## config.mk

```make
export PLATFORM = sky130hd
export DESIGN_NAME = hazard3_trigger_prog
export DESIGN_NICKNAME = d
export VERILOG_FILES = /design/src/rtl/hazard3_trigger_prog.sv
export SDC_FILE = /design/constraint.sdc
export NUM_CORES = 1
export LEC_CHECK = 0
export ABC_AREA = 1
export ABC_CLOCK_PERIOD_IN_PS = 3190
export BUFFER_PORTS_ARGS = -buffer_cell sky130_fd_sc_hd__clkbuf_2
export CAP_MARGIN = 15
export CORE_ASPECT_RATIO = 0.6
export CORE_MARGIN = 2
export CORE_UTILIZATION = 25
export CTS_CLUSTER_DIAMETER = 200
export DETAILED_ROUTE_END_ITERATION = 8
export GPL_TIMING_DRIVEN = 0
export SYNTH_ARGS = -nofsm -noshare
export SYNTH_HDL_FRONTEND = slang
export SYNTH_SLANG_ARGS = --single-unit
```

## constraint.sdc

```tcl
create_clock -name clk -period 3.19 [get_ports clk]
set_clock_uncertainty 0.2 [all_clocks]
set_input_delay 0.1595 -clock clk [delete_from_list [all_inputs] [get_ports clk]]
set_output_delay 0.1595 -clock clk [all_outputs]
set_load 0.005 [all_outputs]
```

## src/rtl/hazard3_trigger_prog.sv

```systemverilog
// Debug-Module sequencer that sets, clears or reads one breakpoint slot through the
// trigger unit's shared cfg port, saving and restoring tselect around the access.
// Build option: define HAZARD3_TRIGGER_PROG_VERIFY_EN to read back tdata1 after a set.
module hazard3_trigger_prog #(
  parameter int W_DATA              = 32,
  parameter int BREAKPOINT_TRIGGERS = 4,
  parameter int W_SLOT              = 4
) (
  input  logic              clk,
  input  logic              rst_n,
  input  logic              d_mode,
  input  logic [11:0]       csr_addr,
  input  logic              csr_wen,
  input  logic              csr_ren,
  input  logic [W_DATA-1:0] csr_wdata,
  output logic [W_DATA-1:0] csr_rdata,
  output logic              csr_stall,
  input  logic              req_valid,
  output logic              req_ready,
  input  logic [1:0]        req_op,
  input  logic [W_SLOT-1:0] req_slot,
  input  logic [W_DATA-1:0] req_addr,
  input  logic              req_action,
  input  logic              req_m,
  input  logic              req_u,
  output logic              rsp_valid,
  input  logic              rsp_ready,
  output logic              rsp_err,
  output logic [W_DATA-1:0] rsp_tdata1,
  output logic [W_DATA-1:0] rsp_tdata2,
  output logic [11:0]       trig_cfg_addr,
  output logic              trig_cfg_wen,
  output logic [W_DATA-1:0] trig_cfg_wdata,
  input  logic [W_DATA-1:0] trig_cfg_rdata
);

  localparam logic [11:0] ADDR_TSELECT = 12'h7a0;
  localparam logic [11:0] ADDR_TDATA1  = 12'h7a1;
  localparam logic [11:0] ADDR_TDATA2  = 12'h7a2;

  localparam logic [1:0] OP_SET   = 2'd0;
  localparam logic [1:0] OP_CLEAR = 2'd1;
  localparam logic [1:0] OP_READ  = 2'd2;
  localparam logic [1:0] OP_RSVD  = 2'd3;

  localparam logic [W_SLOT:0] N_TRIG = (W_SLOT+1)'(BREAKPOINT_TRIGGERS);

`ifdef HAZARD3_TRIGGER_PROG_VERIFY_EN
  // Fields of tdata1 that the trigger unit must hold exactly as written.
  localparam logic [W_DATA-1:0] VERIFY_MASK = W_DATA'(32'h0800_104c);
`endif

  typedef enum logic [2:0] {
    S_IDLE,
    S_SAVE,
    S_SEL,
    S_ACC_A,
    S_ACC_B,
    S_VERIFY,
    S_RESTORE,
    S_RESP
  } state_t;

  // mcontrol value for an execute breakpoint (type 2); action also selects dmode.
  function automatic logic [W_DATA-1:0] tdata1_for_set(input logic action, input logic m,
                                                       input logic u);
    logic [W_DATA-1:0] v;
    v        = '0;
    v[31:28] = 4'h2;
    v[27]    = action;
    v[12]    = action;
    v[6]     = m;
    v[3]     = u;
    v[2]     = 1'b1;
    return v;
  endfunction

  state_t              state_q, state_d;
  logic [1:0]          op_q, op_d;
  logic [W_SLOT-1:0]   slot_q, slot_d;
  logic [W_DATA-1:0]   addr_q, addr_d;
  logic                action_q, action_d;
  logic                m_q, m_d;
  logic                u_q, u_d;
  logic [W_DATA-1:0]   tsel_q, tsel_d;
  logic                rsp_err_q, rsp_err_d;
  logic [W_DATA-1:0]   rsp_tdata1_q, rsp_tdata1_d;
  logic [W_DATA-1:0]   rsp_tdata2_q, rsp_tdata2_d;

  logic csr_access;
  logic seq_owns_port;
  logic req_bad;

  assign csr_access    = csr_wen | csr_ren;
  assign seq_owns_port = (state_q == S_SEL) || (state_q == S_ACC_A) || (state_q == S_ACC_B) ||
                         (state_q == S_VERIFY) || (state_q == S_RESTORE);
  assign req_bad       = (req_op == OP_RSVD) || ({1'b0, req_slot} >= N_TRIG) ||
                         ((req_op != OP_READ) && !d_mode);

  assign rsp_err    = rsp_err_q;
  assign rsp_tdata1 = rsp_tdata1_q;
  assign rsp_tdata2 = rsp_tdata2_q;

  always_comb begin
    state_d        = state_q;
    op_d           = op_q;
    slot_d         = slot_q;
    addr_d         = addr_q;
    action_d       = action_q;
    m_d            = m_q;
    u_d            = u_q;
    tsel_d         = tsel_q;
    rsp_err_d      = rsp_err_q;
    rsp_tdata1_d   = rsp_tdata1_q;
    rsp_tdata2_d   = rsp_tdata2_q;
    req_ready      = 1'b0;
    rsp_valid      = 1'b0;
    trig_cfg_addr  = csr_addr;
    trig_cfg_wen   = csr_wen;
    trig_cfg_wdata = csr_wdata;
    csr_rdata      = trig_cfg_rdata;
    csr_stall      = 1'b0;

    // While the sequencer owns the port, any CSR access is refused and must be retried.
    if (seq_owns_port) begin
      trig_cfg_addr  = ADDR_TSELECT;
      trig_cfg_wen   = 1'b0;
      trig_cfg_wdata = '0;
      csr_rdata      = '0;
      csr_stall      = csr_access;
    end

    case (state_q)
      S_IDLE: begin
        req_ready = 1'b1;
        if (req_valid) begin
          op_d         = req_op;
          slot_d       = req_slot;
          addr_d       = req_addr;
          action_d     = req_action;
          m_d          = req_m;
          u_d          = req_u;
          rsp_tdata1_d = '0;
          rsp_tdata2_d = '0;
          rsp_err_d    = req_bad;
          state_d      = req_bad ? S_RESP : S_SAVE;
        end
      end
      S_SAVE: begin
        // The CSR block keeps the port this cycle; sample tselect on an idle cycle.
        if (!csr_access) begin
          trig_cfg_addr = ADDR_TSELECT;
          trig_cfg_wen  = 1'b0;
          tsel_d        = trig_cfg_rdata;
          state_d       = S_SEL;
        end
      end
      S_SEL: begin
        trig_cfg_wen   = 1'b1;
        trig_cfg_wdata = W_DATA'(slot_q);
        state_d        = S_ACC_A;
      end
      S_ACC_A: begin
        case (op_q)
          OP_SET: begin
            trig_cfg_addr  = ADDR_TDATA2;
            trig_cfg_wen   = 1'b1;
            trig_cfg_wdata = addr_q;
          end
          OP_CLEAR: begin
            trig_cfg_addr = ADDR_TDATA1;
            trig_cfg_wen  = 1'b1;
          end
          default: begin
            trig_cfg_addr = ADDR_TDATA1;
            rsp_tdata1_d  = trig_cfg_rdata;
          end
        endcase
        state_d = S_ACC_B;
      end
      S_ACC_B: begin
        // Set writes tdata2 before enabling via tdata1; clear disables via tdata1 first.
        case (op_q)
          OP_SET: begin
            trig_cfg_addr  = ADDR_TDATA1;
            trig_cfg_wen   = 1'b1;
            trig_cfg_wdata = tdata1_for_set(action_q, m_q, u_q);
          end
          OP_CLEAR: begin
            trig_cfg_addr = ADDR_TDATA2;
            trig_cfg_wen  = 1'b1;
          end
          default: begin
            trig_cfg_addr = ADDR_TDATA2;
            rsp_tdata2_d  = trig_cfg_rdata;
          end
        endcase
`ifdef HAZARD3_TRIGGER_PROG_VERIFY_EN
        state_d = (op_q == OP_SET) ? S_VERIFY : S_RESTORE;
`else
        state_d = S_RESTORE;
`endif
      end
`ifdef HAZARD3_TRIGGER_PROG_VERIFY_EN
      S_VERIFY: begin
        trig_cfg_addr = ADDR_TDATA1;
        if (((trig_cfg_rdata ^ tdata1_for_set(action_q, m_q, u_q)) & VERIFY_MASK) != '0) begin
          rsp_err_d = 1'b1;
        end
        state_d = S_RESTORE;
      end
`endif
      S_RESTORE: begin
        trig_cfg_wen   = 1'b1;
        trig_cfg_wdata = tsel_q;
        state_d        = S_RESP;
      end
      S_RESP: begin
        rsp_valid = 1'b1;
        if (rsp_ready) begin
          state_d = S_IDLE;
        end
      end
      default: begin
        state_d = S_IDLE;
      end
    endcase
  end

  always_ff @(posedge clk or negedge rst_n) begin
    if (!rst_n) begin
      state_q      <= S_IDLE;
      tsel_q       <= '0;
      rsp_err_q    <= 1'b0;
      rsp_tdata1_q <= '0;
      rsp_tdata2_q <= '0;
    end else begin
      state_q      <= state_d;
      tsel_q       <= tsel_d;
      rsp_err_q    <= rsp_err_d;
      rsp_tdata1_q <= rsp_tdata1_d;
      rsp_tdata2_q <= rsp_tdata2_d;
    end
  end

  // Request fields are only consumed after an accept reloads them, so they need no reset.
  always_ff @(posedge clk) begin
    op_q     <= op_d;
    slot_q   <= slot_d;
    addr_q   <= addr_d;
    action_q <= action_d;
    m_q      <= m_d;
    u_q      <= u_d;
  end

endmodule

```

# Word level (Yosys, flattened, before mapping)
# Cells that the tools add are included.
# W data, S select, Z words.
totals:
  ff_bits: 141
  input_bits: 124
  out_inout_bits: 145
  wordCells: 75
classes:
  order_cmp: 1
  eq_ne: 15
  muxes: 26
  bitwise_logic: 2
  reduce_logical: 20
op_table:
  columns: ["operator", "n"]
  rows:
  - ["$mux W32", 6]
  - ["$pmux W32 S2", 2]
  - ["$pmux W32 S4", 1]
  - ["$pmux W12 S3", 1]
  - ["$mux W12", 2]
  - ["$pmux W3 S7", 1]
  - ["$eq A3 B3 Y1 const B", 4]
  - ["$mux W3", 4]
  - ["$ne A2 B2 Y1 const B", 6]
  - ["$reduce_and A3 Y1", 3]
  - ["$eq A3 B2 Y1 const B", 2]
  - ["$logic_or A1 B1 Y1", 6]
  - ["$mux W1", 6]
  - ["$reduce_or A2 Y1", 3]
  - ["$ge A4 B3 Y1 const B", 1]
  - ["$mux W2", 2]
  - ["$reduce_and A2 Y1", 2]
  - ["$reduce_bool A2 Y1", 2]
  - ["$eq A3 B1 Y1 const B", 1]
  - ["$logic_not A3 Y1", 1]
  - ["$pmux W1 S3", 1]
  - ["$eq A2 B1 Y1 const B", 1]
  - ["$eq A2 B2 Y1 const B", 1]
  - ["$logic_not A2 Y1", 1]
  - ["other kinds (4)", 4]

# Logic depth before layout (Yosys ltp)
logic_depth:
  word_depth: 8
  mapped_depth: 10
  depth_no_buf: 8

# Least setup slack after synthesis
# No wires, ideal clock.
synth_timing:
  path_type: "reg-to-reg"
  startpoint: "register state_q[0]"
  endpoint: "register action_q, enable pin"
  setup_ps: 441
  t_arrival_ps: 2445
  t_required_ps: 2549
  setup_slack_ps: 104
  stages_incl_launch_ff: 5
  n_path_buf: 1
  period_less_slack_ps: 3086
  cell_sequence: "dfrtp_1 buf_6 nor2_4 nand2_2 nor2_1"
synth_between:
  elab_chain_cells: 2
synth_lines:
  columns: ["element", "line_no", "rtl"]
  rows:
  - ["from (decl)", "78", "state_t state_q, state_d;"]
  - ["from (signal assigned)", "238", "state_q <= state_d;"]
  - ["$logic_not A3 Y1", "133", "case (state_q)"]
  - ["$reduce_and A2 Y1 (no line)", null, null]
  - ["to (signal assigned)", "251", "action_q <= action_d;"]
  - ["to (decl)", "82", "logic action_q, action_d;"]
# Every way passes these cells.
# A chain may end at the register's enable or synchronous reset.

# Final worst setup path
layout_timing:
  startpoint: "register state_q[0]"
  endpoint: "output port trig_cfg_wdata[8]"
layout_between:
  elab_chain_cells: 8
  word_cells_on_any_way: 13
  cone_classes: "eq/ne: 5; mux: 4; reduce/logical: 4"
layout_lines:
  columns: ["element", "line_no", "rtl"]
  rows:
  - ["$eq A3 B2 Y1", "95, 133", null]
  - ["$logic_or A1 B1 Y1 (3 in a row)", "95", "assign seq_owns_port = (state_q == S_SEL) || (state_q == S_ACC_A) || (state_q == S_ACC_B) ||"]
  - ["$logic_or A1 B1 Y1", "96", "(state_q == S_VERIFY) || (state_q == S_RESTORE);"]
  - ["$mux W32", "125", "if (seq_owns_port) begin"]
  - ["$mux W32, on equally long branches", "183, 164", null]
  - ["$pmux W32 S4 *", "133", null]
  - ["to (decl)", "33", "output logic [W_DATA-1:0] trig_cfg_wdata,"]
# Every way passes the cells marked *; elsewhere a longest branch is shown, timed or not.

==> results.tsv <==
metric	value	unit
reg2reg_depth	5	
slew-limit-headroom	42.08	%
clock_path_buffers	2	
r2r_end	addr_q[9]$_DFFE_PP_	
cp-end-kind	output port	
path_class	reg2out	
wl_per_cell	17.84	um
htree_levels	4	
syn-num-nets	868	
top_layer_used	met5	
clock_latency	0.43	ns
yosysTopAreaCellShare	39.06	%
row_count	45	
final_antenna_net_count	0	
start_kind	register	
grt_start_max_net_pins	101	
route.met3.wl	2023	um
grt_antenna_before_repair	1	
ys_types	25	
cap_violations	0	
die_area	26960	um2
grtUsageTotal	19.33	%
max_freq	376.7	MHz
drtIter0Drc	430	
power.leakage	5.134	nW
die_h	128.0	um
io_pins	269	
viasPerCell	4.431	
period_share	83.22	%
areaGrowthSynthToFinish	49.67	%
holdPathStages	6	
finalHoldViolCount	0	
worstPathMaxFanout	10	
grt_pass1_vias	6052	
cp.arrival	2.30	ns
synth_top_area_cell	dfrtp_1	
pre_cts_ws	1.003	ns
ir_drop	318.7	uV
status	finished, final reports clean	
setup_violations	0	
cts_tree	done	
power.density	898.8	nW/um2
slew_viol_final	0	
worst_pin_slew	0.8688	ns
synth.avg_cell_area	8.610	um2
drt-total-wl	25880	um
cts.sinks	141	
ys_warn_count	0	
via_count	6429	
diodes	0	
rrSetupSlack	1.28	ns
place.detailed.hpwl	19630	um
post-route-util	38.01	%
syn_area	6406	um2
routed-wl-met2	10970	um
crit_required	2.83	ns
final_nets	1233	
grt_overflow_total	0	
min-delay-start	csr_ren	
synthTopCellsByArea	dfrtp_1 39%, edfxtp_1 19%, nand2_1 17%	
cts.repair.resized	0	
clkSlewWorstSetupHoldPaths	0.06	ns
yosys_register_bits	141	
core_area	25220	um2
rsz0062_at_grt	false	
worst_slack	0.5352	ns
drive_gt1_share	31.19	%
io_buffers	268	
root_buffer	clkbuf_16	
synth_seq_area_share	58.28	%
r2r-start	state_q[0]$_DFFE_PN0P_	
hold_class	in2reg	
start_util	25.40	%
worst_hold_path.endpoint	state_q[0]$_DFFE_PN0P_	
die_w	210.7	um
cts_made_buffers	17	
syn_inst	744	
dr.pass1.iters	5	
drc	0	
place_congestion	0.8287	
period_minus_slack	2.655	ns
grt_pass1_wl	37710	um
met1Wirelength	12700	um
-- power by group --
| group | internal (mW) | total (mW) | switching, mW |
|---|---|---|---|
| clock network | 1.28 | 2.09 | 0.810 |
| logic | 1.40 | 3.64 | 2.24 |
| registers | 2.52 | 2.89 | 0.376 |
-- sequential cells by signal (all words and copies together) (netlist names) --
name,flops
rsp_tdata2,32
op_q,2
addr_q,32
rsp_err,1
state_q,3
tsel_q,32
action_q,1
rsp_tdata1,32
slot_q,4
m_q,1
u_q,1
-- layout make-up --
class / instances / area, um2
clock buffers: 25 / 549.3
multi-input cells: 508 / 2188
fillers: 2620 / 15640
inverters: 54 / 205.2
well taps: 329 / 411.6
flip-flops and latches: 141 / 3734
plain buffers: 41 / 286.5
repair buffers: 346 / 2141
clock inverters: 7 / 72.57
-- logic make-up after synthesis --
logic type / share of synthesized area [%]
simple gates: 31.04
flops: 58.28
buf+inv: 7.676
compound gates: 3.008
-- through the flow --
step	instance area, um2	setup TNS (ns)	hold WS, ns	total power, mW	instances
after floorplan	6406	0	-0.3361	4.701	744
final	9588	0	0.07550	8.617	1451
after global placement	8159	-41.62	0.1372	6.448	1341
after CTS	9588	0	0.03189	8.695	1451
after detailed placement	8195	0	0.1206	6.504	1342
after global routing	9588	0	0.09208	9.251	1451
-- synthesized netlist by cell type --
| cell type | number |
|---|---|
| nand3b_1 | 2 |
| clkbuf_1 | 11 |
| inv_4 | 1 |
| o21ai_1 | 8 |
| o21bai_1 | 1 |
| nand2_2 | 6 |
| o21ai_0 | 26 |
| nand2_4 | 3 |
| nand3_2 | 1 |
| nor2_4 | 2 |
| buf_4 | 8 |
| nor2_1 | 58 |
| a21oi_1 | 3 |
| nor2_2 | 1 |
| buf_6 | 12 |
| nor2_8 | 1 |
| inv_1 | 48 |
| edfxtp_1 | 41 |
| nand3_1 | 96 |
| nor3_1 | 1 |
| buf_2 | 10 |
| nand2_1 | 292 |
| dfrtp_1 | 100 |
| nand4_1 | 7 |
| inv_2 | 5 |
-- critical path, cell delays in order, from the launching register on --
cell and delay, ns:
dfrtp_1 0.37, buf_6 0.15, inv_1 0.09, nand3_1 0.11
inv_1 0.19, clkbuf_1 0.47, nand2_1 0.23, nand3_1 0.14
clkbuf_2 0.12
-- worst max path at each step --
stage                            from                  end  depth (start not counted)
2_1_floorplan  state_q[0]$_DFFE_PN0P_   action_q$_DFFE_PP_                          4
3_3_place_gp   state_q[0]$_DFFE_PN0P_  addr_q[7]$_DFFE_PP_                          4
3_5_place_dp   state_q[0]$_DFFE_PN0P_   trig_cfg_wdata[11]                          8
4_1_cts        state_q[0]$_DFFE_PN0P_   trig_cfg_wdata[11]                          8
5_1_grt        state_q[0]$_DFFE_PN0P_    trig_cfg_wdata[8]                          8
6_report       state_q[0]$_DFFE_PN0P_    trig_cfg_wdata[8]                          8
-- cells in the final DEF, fill, tap and decap left out --
cell | Yosys | routed
a21oi_1 | 3 | 3
buf_12 | 0 | 1
buf_2 | 10 | 10
buf_4 | 8 | 8
buf_6 | 12 | 12
bufinv_16 | 0 | 1
clkbuf_1 | 11 | 13
clkbuf_16 | 0 | 20
clkbuf_2 | 0 | 267
clkbuf_8 | 0 | 4
clkinv_2 | 0 | 2
clkinv_4 | 0 | 2
clkinvlp_4 | 0 | 2
dfrtp_1 | 100 | 100
dlygate4sd3_1 | 0 | 77
edfxtp_1 | 41 | 41
inv_1 | 48 | 48
inv_2 | 5 | 5
inv_4 | 1 | 1
nand2_1 | 292 | 292
nand2_2 | 6 | 6
nand2_4 | 3 | 3
nand3_1 | 96 | 96
nand3_2 | 1 | 1
nand3b_1 | 2 | 2
nand4_1 | 7 | 7
nor2_1 | 58 | 57
nor2_2 | 1 | 1
nor2_4 | 2 | 3
nor2_8 | 1 | 1
nor3_1 | 1 | 1
o21ai_0 | 26 | 26
o21ai_1 | 8 | 8
o21bai_1 | 1 | 1
-- metal layers --
layer | GRT usage (%) | vias up
met5 | 0 | -
met4 | 3.687 | 2
met3 | 5.292 | 16
met2 | 28.58 | 281
met1 | 28.33 | 3029
li1 | - | 3101
-- what timing repair did --
item / 4_1_cts / 5_1_grt
hold endpoints to repair: 240 / 0
hold buffers: 77 / 0
setup buffers: 0 / 0
(Power assumes the default switching activity.)
